[config.mk]
export PLATFORM = sky130hd
export DESIGN_NAME = axil_sram_bridge
export DESIGN_NICKNAME = d
export VERILOG_FILES = /design/src/rtl/axil_sram_bridge.sv
export SDC_FILE = /design/constraint.sdc
export NUM_CORES = 1
export LEC_CHECK = 0
export CAP_MARGIN = 20
export CELL_PAD_IN_SITES_DETAIL_PLACEMENT = 0
export CELL_PAD_IN_SITES_GLOBAL_PLACEMENT = 1
export CORE_AREA = 2 2 145 147
export DETAILED_ROUTE_END_ITERATION = 12
export DIE_AREA = 0 0 147 149
export HOLD_SLACK_MARGIN = 0.06
export PLACE_DENSITY_LB_ADDON = 0.3
export SLEW_MARGIN = 25
export SYNTH_ARGS = -nofsm -noshare
export SYNTH_HDL_FRONTEND = slang
export SYNTH_SLANG_ARGS = --single-unit
[constraint.sdc]
create_clock -name clk -period 2.1 [get_ports clk]
set_input_delay 0.315 -clock clk [delete_from_list [all_inputs] [get_ports clk]]
set_output_delay 0.315 -clock clk [all_outputs]
set_load 0.05 [all_outputs]
[src/rtl/axil_sram_bridge.sv]
// AXI4-Lite slave bridging reads and writes onto a single-port SRAM with done strobes.
// Read/write arbitration alternates on ties; addresses outside the base window get SLVERR.
module axil_sram_bridge #(
  parameter int                ADDR_W    = 32,
  parameter int                DATA_W    = 32,
  parameter int                SRAM_AW   = 10,
  parameter logic [ADDR_W-1:0] BASE_ADDR = '0
) (
  input  logic                 clk,
  input  logic                 rst_n,
  input  logic [ADDR_W-1:0]    s_axi_awaddr,
  input  logic                 s_axi_awvalid,
  output logic                 s_axi_awready,
  input  logic [DATA_W-1:0]    s_axi_wdata,
  input  logic [DATA_W/8-1:0]  s_axi_wstrb,
  input  logic                 s_axi_wvalid,
  output logic                 s_axi_wready,
  output logic                 s_axi_bvalid,
  output logic [1:0]           s_axi_bresp,
  input  logic                 s_axi_bready,
  input  logic [ADDR_W-1:0]    s_axi_araddr,
  input  logic                 s_axi_arvalid,
  output logic                 s_axi_arready,
  output logic                 s_axi_rvalid,
  output logic [DATA_W-1:0]    s_axi_rdata,
  output logic [1:0]           s_axi_rresp,
  input  logic                 s_axi_rready,
  output logic [SRAM_AW-1:0]   sram_addr,
  output logic [DATA_W-1:0]    sram_wdata,
  output logic [DATA_W/8-1:0]  sram_be,
  output logic                 sram_wr_en,
  output logic                 sram_rd_en,
  input  logic [DATA_W-1:0]    sram_rdata,
  input  logic                 sram_wr_done,
  input  logic                 sram_rd_done
);

  localparam int STRB_W = DATA_W / 8;
  localparam int ALSB   = (DATA_W == 64) ? 3 : 2;
  localparam int HI     = ALSB + SRAM_AW;

  localparam logic [1:0] RESP_OKAY   = 2'b00;
  localparam logic [1:0] RESP_SLVERR = 2'b10;

  typedef enum logic [2:0] {
    IDLE    = 3'd0,
    WR_ACC  = 3'd1,
    RD_ACC  = 3'd2,
    WR_RESP = 3'd3,
    RD_RESP = 3'd4
  } state_t;

  typedef enum logic {
    GRANT_RD = 1'b0,
    GRANT_WR = 1'b1
  } grant_t;

  state_t              state_q;
  grant_t              last_grant_q;
  logic                ready_q;
  logic                aw_held_q, aw_held_d;
  logic                w_held_q, w_held_d;
  logic                ar_held_q, ar_held_d;
  logic [ADDR_W-1:0]   awaddr_q;
  logic [ADDR_W-1:0]   araddr_q;
  logic [DATA_W-1:0]   wdata_q;
  logic [STRB_W-1:0]   wstrb_q;
  logic                bvalid_q, rvalid_q;
  logic [1:0]          bresp_q, rresp_q;
  logic [DATA_W-1:0]   rdata_q;
  logic [SRAM_AW-1:0]  sram_addr_q;
  logic [DATA_W-1:0]   sram_wdata_q;
  logic [STRB_W-1:0]   sram_be_q;
  logic                sram_wr_en_q, sram_rd_en_q;

  logic aw_hs, w_hs, ar_hs, b_hs, r_hs;
  logic wr_pend, rd_pend, pick_wr;
  logic aw_in_win, ar_in_win;
  logic unused_addr_lsbs;

  assign s_axi_awready = ready_q & ~aw_held_q;
  assign s_axi_wready  = ready_q & ~w_held_q;
  assign s_axi_arready = ready_q & ~ar_held_q;
  assign s_axi_bvalid  = bvalid_q;
  assign s_axi_bresp   = bresp_q;
  assign s_axi_rvalid  = rvalid_q;
  assign s_axi_rresp   = rresp_q;
  assign s_axi_rdata   = rdata_q;
  assign sram_addr     = sram_addr_q;
  assign sram_wdata    = sram_wdata_q;
  assign sram_be       = sram_be_q;
  assign sram_wr_en    = sram_wr_en_q;
  assign sram_rd_en    = sram_rd_en_q;

  assign aw_hs = s_axi_awvalid & s_axi_awready;
  assign w_hs  = s_axi_wvalid & s_axi_wready;
  assign ar_hs = s_axi_arvalid & s_axi_arready;
  assign b_hs  = bvalid_q & s_axi_bready;
  assign r_hs  = rvalid_q & s_axi_rready;

  assign aw_in_win = (awaddr_q[ADDR_W-1:HI] == BASE_ADDR[ADDR_W-1:HI]);
  assign ar_in_win = (araddr_q[ADDR_W-1:HI] == BASE_ADDR[ADDR_W-1:HI]);
  assign unused_addr_lsbs = ^{awaddr_q[ALSB-1:0], araddr_q[ALSB-1:0]};

  assign wr_pend = aw_held_q & w_held_q;
  assign rd_pend = ar_held_q;
  // On a tie the direction not served last wins, so after reset a write goes first.
  assign pick_wr = wr_pend & (~rd_pend | (last_grant_q == GRANT_RD));

  always_comb begin
    aw_held_d = aw_held_q;
    w_held_d  = w_held_q;
    ar_held_d = ar_held_q;
    if (aw_hs) aw_held_d = 1'b1;
    if (w_hs)  w_held_d  = 1'b1;
    if (ar_hs) ar_held_d = 1'b1;
    if (b_hs) begin
      aw_held_d = 1'b0;
      w_held_d  = 1'b0;
    end
    if (r_hs) ar_held_d = 1'b0;
  end

  // Channel holding registers; ready_q keeps all readys low until the first edge out of reset.
  always_ff @(posedge clk or negedge rst_n) begin
    if (!rst_n) begin
      ready_q   <= 1'b0;
      aw_held_q <= 1'b0;
      w_held_q  <= 1'b0;
      ar_held_q <= 1'b0;
      awaddr_q  <= '0;
      araddr_q  <= '0;
      wdata_q   <= '0;
      wstrb_q   <= '0;
    end else begin
      ready_q   <= 1'b1;
      aw_held_q <= aw_held_d;
      w_held_q  <= w_held_d;
      ar_held_q <= ar_held_d;
      if (aw_hs) awaddr_q <= s_axi_awaddr;
      if (ar_hs) araddr_q <= s_axi_araddr;
      if (w_hs) begin
        wdata_q <= s_axi_wdata;
        wstrb_q <= s_axi_wstrb;
      end
    end
  end

  always_ff @(posedge clk or negedge rst_n) begin
    if (!rst_n) begin
      state_q      <= IDLE;
      last_grant_q <= GRANT_RD;
      bvalid_q     <= 1'b0;
      rvalid_q     <= 1'b0;
      bresp_q      <= RESP_OKAY;
      rresp_q      <= RESP_OKAY;
      rdata_q      <= '0;
      sram_addr_q  <= '0;
      sram_wdata_q <= '0;
      sram_be_q    <= '0;
      sram_wr_en_q <= 1'b0;
      sram_rd_en_q <= 1'b0;
    end else begin
      case (state_q)
        IDLE: begin
          if (pick_wr) begin
            if (!aw_in_win) begin
              bresp_q  <= RESP_SLVERR;
              bvalid_q <= 1'b1;
              state_q  <= WR_RESP;
            end else if (wstrb_q == '0) begin
              bresp_q  <= RESP_OKAY;
              bvalid_q <= 1'b1;
              state_q  <= WR_RESP;
            end else begin
              sram_addr_q  <= awaddr_q[HI-1:ALSB];
              sram_wdata_q <= wdata_q;
              sram_be_q    <= wstrb_q;
              sram_wr_en_q <= 1'b1;
              state_q      <= WR_ACC;
            end
          end else if (rd_pend) begin
            if (!ar_in_win) begin
              rresp_q  <= RESP_SLVERR;
              rdata_q  <= '0;
              rvalid_q <= 1'b1;
              state_q  <= RD_RESP;
            end else begin
              sram_addr_q  <= araddr_q[HI-1:ALSB];
              sram_rd_en_q <= 1'b1;
              state_q      <= RD_ACC;
            end
          end
        end
        WR_ACC: begin
          if (sram_wr_done) begin
            sram_wr_en_q <= 1'b0;
            bresp_q      <= RESP_OKAY;
            bvalid_q     <= 1'b1;
            state_q      <= WR_RESP;
          end
        end
        RD_ACC: begin
          if (sram_rd_done) begin
            sram_rd_en_q <= 1'b0;
            rdata_q      <= sram_rdata;
            rresp_q      <= RESP_OKAY;
            rvalid_q     <= 1'b1;
            state_q      <= RD_RESP;
          end
        end
        WR_RESP: begin
          if (s_axi_bready) begin
            bvalid_q     <= 1'b0;
            last_grant_q <= GRANT_WR;
            state_q      <= IDLE;
          end
        end
        RD_RESP: begin
          if (s_axi_rready) begin
            rvalid_q     <= 1'b0;
            last_grant_q <= GRANT_RD;
            state_q      <= IDLE;
          end
        end
        default: state_q <= IDLE;
      endcase
    end
  end

endmodule

# [After elaboration in Yosys (flattened, before gate mapping)]
# Index checks and enable logic that the tools add are counted.
[word_totals] ff_bits=194 inputBits=141 word_cells=139 out_inout_bits=89
[op_classes] n_eq_ne=19 n_mux=60 reduce_logical=24 bitwise=16
[op_table] operator="2-to-1 mux 32 bit" n=4
[op_table] operator="one-hot mux 32 bit (2 select lines)" n=1
[op_table] operator="2-to-1 mux 10 bit" n=5
[op_table] operator="zero test 20 bit" n=2
[op_table] operator="AND reduction 5 bit" n=6
[op_table] operator="2-to-1 mux 1 bit" n=25
[op_table] operator="inequality test 2 bit (second input constant)" n=12
[op_table] operator="2-to-1 mux 3 bit" n=7
[op_table] operator="2-to-1 mux 2 bit" n=10
[op_table] operator="nonzero test 2 bit" n=8
[op_table] operator="one-hot mux 3 bit (5 select lines)" n=1
[op_table] operator="AND 1 bit" n=10
[op_table] operator="one-hot mux 2 bit (2 select lines)" n=2
[op_table] operator="AND reduction 4 bit" n=2
[op_table] operator="== test 3 x 2 -> 1 bit (second input constant)" n=2
[op_table] operator="inequality test 3 bit (second input constant)" n=2
[op_table] operator="one-hot mux 1 bit (2 select lines)" n=3
[op_table] operator="one-hot mux 1 bit (3 select lines)" n=2
[op_table] operator="AND reduction 6 bit" n=1
[op_table] operator="nonzero test 3 bit" n=2
[op_table] operator="NOT 1 bit" n=5
[op_table] operator="zero test 4 bit" n=1
[op_table] operator="== test 3 x 1 -> 1 bit (second input constant)" n=1
[op_table] operator="== test 3 bit (second input constant)" n=1
[op_table] operator="other kinds (4)" n=4

# [Depth between registers and ports, before layout]
[logic_depth] ltp_word=5 mapped_depth=7 ltp_nobuf=5

# [Least setup slack after synthesis]
# No wires, ideal clock.
[synth_timing] kind="reg-to-reg" start="reg ready_q" end="reg wdata_q[10]" path_slack_ns=-0.139 setup_ns=0.125 required_time_ns=1.975 path_stages_with_launch=5 path_buffers=1 arrival_time_ns=2.114 synth_period_minus_slack_ns=2.239 path_cell_list="dfrtp_1 -> nor2b_1 -> nand2_1 -> clkbuf_1 -> mux2_2"
[synth_via] elab_chain_len=2
[synth_lines] item="start, declared" line_no="60" text="logic ready_q;"
[synth_lines] item="start signal, assigned" line_no="127" text="ready_q <= 1'b0;"
[synth_lines] item="start signal, assigned" line_no="136" text="ready_q <= 1'b1;"
[synth_lines] item="AND 1 bit" line_no="82" text="assign s_axi_wready = ready_q & ~w_held_q;"
[synth_lines] item="net s_axi_wready" line_no="17" text="output logic s_axi_wready,"
[synth_lines] item="AND 1 bit" line_no="96" text="assign w_hs = s_axi_wvalid & s_axi_wready;"
[synth_lines] item="end signal, assigned" line_no="143" text="wdata_q <= s_axi_wdata;"
[synth_lines] item="end, declared" line_no="66" text="logic [DATA_W-1:0] wdata_q;"
# The timed path passes the listed nets, and every way through them passes these cells.
# A chain may end at the register's enable or synchronous reset.

# [Final worst setup path]
[layout_timing] start="reg awaddr_q[14]" end="reg sram_wdata_q[0], in the netlist sram_wdata[0]"
[layout_via] elab_chain_len=2
[layout_lines] item="start, declared" line_no="64" text="logic [ADDR_W-1:0] awaddr_q;"
[layout_lines] item="start signal, assigned" line_no="140" text="if (aw_hs) awaddr_q <= s_axi_awaddr;"
[layout_lines] item="zero test 20 bit" line_no="101" text="assign aw_in_win = (awaddr_q[ADDR_W-1:HI] == BASE_ADDR[ADDR_W-1:HI]);"
[layout_lines] item="AND reduction 4 bit (no line)"
[layout_lines] item="end signal, assigned" line_no="177" text="sram_wdata_q <= wdata_q;"
[layout_lines] item="end, declared" line_no="72" text="logic [DATA_W-1:0] sram_wdata_q;"
# No other way between the ends.

==> summary.txt <==
Status
  • Run status: completed

Synthesis
  • Sequential fraction of the synthesis area: 62.17%
  • Ys async rst share: 100.0%
  • Post-synth cell types: 40
  • Mapped Avg Cell Area: 14.72 um2
  • Largest area contributor in the netlist: dfrtp_1
  • YS warnings: 0
  • Main synth FF type: dfrtp_1
  • Post-synth top area share: 62.17%
  • Cells taking the most area after synthesis: dfrtp_1 (62%), mux2_2 (17%), mux2_4 (5.8%)
  • Synth Instances: approximately 510
  • Post-synth EDFFs: 0
  • #FFs+latches synth: 188
  • Post-Syn Area: 7567 um2

Clock network
  • Clock Path Buffers: 2
  • Post-CTS setup buffer count: 0
  • CTS tree: yes
  • Clock transition at path regs: ~70 ps
  • Clock sink count: 188
  • Clk Latency, worst-skew pair: 430 ps
  • Num CTS Buffers: 17
  • Root buffer cell: clkbuf_16
  • Max H-tree Level: 4

Place
  • HPWL after detailed placement: 12.71 mm
  • Post-placement cell area: 10,280 um2
  • Port Buffers: 223
  • GPL Wtd Cong: roughly 0.80
  • Dpl ws: -101.4 ps

Die
  • Die Y: 149 um
  • Io pins: 230
  • Width of the die: 147 um
  • Initial Utilization: 36.81%
  • Die ar.: ~22,000 um2
  • Core footprint: 20,560 um2
  • Cell row count: 53

STA
  • Worst hold margin: 339.8 ps
  • Min cycle time layout: 2019 ps
  • Hold Fails Final Rpt: 0
  • Final setup fails: 0
  • Setup TNS: 0 ps
  • Slew Viols, Final: 0
  • Tcrit/Tclk final: 96.12%
  • Clk_skew: 17.74 ps
  • Measured slew at the worst slew-check pin: roughly 580 ps
  • Unrepaired setup endpoints after global routing: yes
  • Fmax: just under 500 MHz
  • Worst Setup Slack, final: 81.39 ps
  • Slew margin rel.: approximately three fifths

Route
  • Initial drt markers: 164
  • ANT nets after route: 0
  • Drt via density: 4.771
  • Pre-antenna DRT Iters: 4
  • Vias post-DR: 4,986
  • Residual DRC: 0
  • Avg WL per Cell: roughly 17 um
  • Final WL: 17.89 mm

Global routing
  • First-pass GRT wire length: between 20 and 30 mm
  • Vias in the first global route: 5,404
  • Largest net degree at the start of global routing: 76
  • Total GRT Usage: 16.77%
  • Total gr overflow: 0
  • Initial antenna violation count: 0

Worst setup path
  • RR Startpoint: awaddr_q[14]
  • Worst path required time: 2400 ps
  • Flop2flop setup slack: ~81 ps
  • CP Launch Point: awaddr_q[14]
  • Setup crit end kind: flip-flop
  • Critical path fanouts, max: 18
  • Kind of critical path: reg2reg
  • WP data arrival: 2320 ps
  • Startpoint class of the critical path: flip-flop

Power and ir drop
  • Power Dens Cells: 1095 nW/um2
  • Max rail drop VDD: approximately 0.56 mV
  • LEAKAGE: 4.736 nW

Final layout
  • Final instance area: ~11,000 um2
  • # diodes: 0
  • Most frequent cells in the layout: clkdlybuf4s50_1 (219), dfrtp_1 (188), mux2_2 (109), nand2_1 (49), mux2_4 (33)
  • Final nets: 899
  • Final core utilization: between 50% and 60%
  • Area grow syn2layout: 44.28%
  • FF+latch area: between 4000 and 5000 um2
  • Fillers: 1,775
  • Layout cells sized above 1: 27.92%
  • Most common cell after layout, fill and taps aside: clkdlybuf4s50_1
  • Multi-input gate area: 2713 um2

Flow run
  • Max_cap viols: 0

Worst hold path
  • Worst Hold Class: in2async
-- synth_stat cells (all sizes together), types with 2 or more instances --
cell type	count
o2bb2ai	2
buf	12
nor3	3
nand2	50
or4	2
a31oi	2
nand4	2
a21oi	9
o211ai	2
conb	2
nor2b	3
o21ai	6
inv	4
nor4	12
nand3	6
dfrtp	188
nor2	9
clkbuf	15
mux2	142
a22o	32
-- critical path, cell delays in order (launching register included) --
cell and delay, ps:
dfrtp_1 400, nor4_4 320, nand2_2 110, nor4_4 340
buf_6 180, buf_16 180, mux2_2 350
-- power breakdown --
part	internal [mW]	leakage (nW)	total (mW)	switching, mW
Sequential	4.52	2.38	5.07	0.546
Combinational	1.73	2.08	3.85	2.12
Clock	1.56	0.274	3.03	1.46
-- routing by layer --
layer / GRT usage (%) / wire length [um]
met1: 20.95 / 7441
met2: 28.52 / 9119
met3: 4.434 / 1080
met4: 5.577 / 247
met5: 0 / 0
-- flip-flops by register name (all words and copies together) (netlist names) --
register and count:
ar_held_q 1, aw_held_q 1, w_held_q 1, state_q 3, s_axi_bvalid 1, sram_be 4
wstrb_q 4, s_axi_rdata 32, last_grant_q 1, araddr_q 30, sram_rd_en 1, sram_addr 10
s_axi_rvalid 1, sram_wr_en 1, sram_wdata 32, wdata_q 32, s_axi_rresp 1, awaddr_q 30
ready_q 1, s_axi_bresp 1
-- cell families after synthesis --
family / count (synthesis) / share of synthesized area (%)
flip-flops: 188 / 62.17
multiplexers: 143 / 22.70
AND/OR/NAND/NOR: 91 / 6.399
AO/OA/AOI/OAI: 59 / 6.101
buffers and inverters: 31 / 2.530
other: 2 / 0.09924
-- metrics by stage --
stage | instances | total power [mW]
5_1_grt | 1045 | 12.65
4_1_cts | 1044 | 12.12
2_1_floorplan | 515 | 7.458
3_5_place_dp | 1012 | 8.998
3_3_place_gp | 1012 | 8.884
6_report | 1045 | 11.95
-- cell type report --
| class | count | area share, % |
|---|---|---|
| Clock buffer | 17 | 3.896 |
| Clock inverter | 14 | 1.226 |
| Multi-Input combinational cell | 296 | 24.85 |
| Sequential cell | 188 | 43.09 |
| Tap cell | 275 | 3.151 |
| Timing Repair Buffer | 251 | 23.65 |
| Inverter | 4 | 0.1375 |
-- repair_timing --
action                     in CTS  in global routing
hold endpoints to repair       23                  0
gates resized for setup         2                  6
cloned                          0                  1
setup endpoints to repair      36                 36
pin swaps                       0                  1
hold buffers                    1                  0
-- worst paths after layout --
| check | depth (start not counted) | endpoint |
|---|---|---|
| min in group clk | 2 | araddr_q[7] |
| setup reg to reg | 6 | sram_wdata[0] |
| hold reg to reg | 1 | sram_wdata[19] |
| max in group asynchronous | 3 | s_axi_rdata[28] |
| setup / recovery | 6 | sram_wdata[0] |
| hold / removal | 2 | s_axi_rdata[22] |
(Power assumes the default switching activity.)
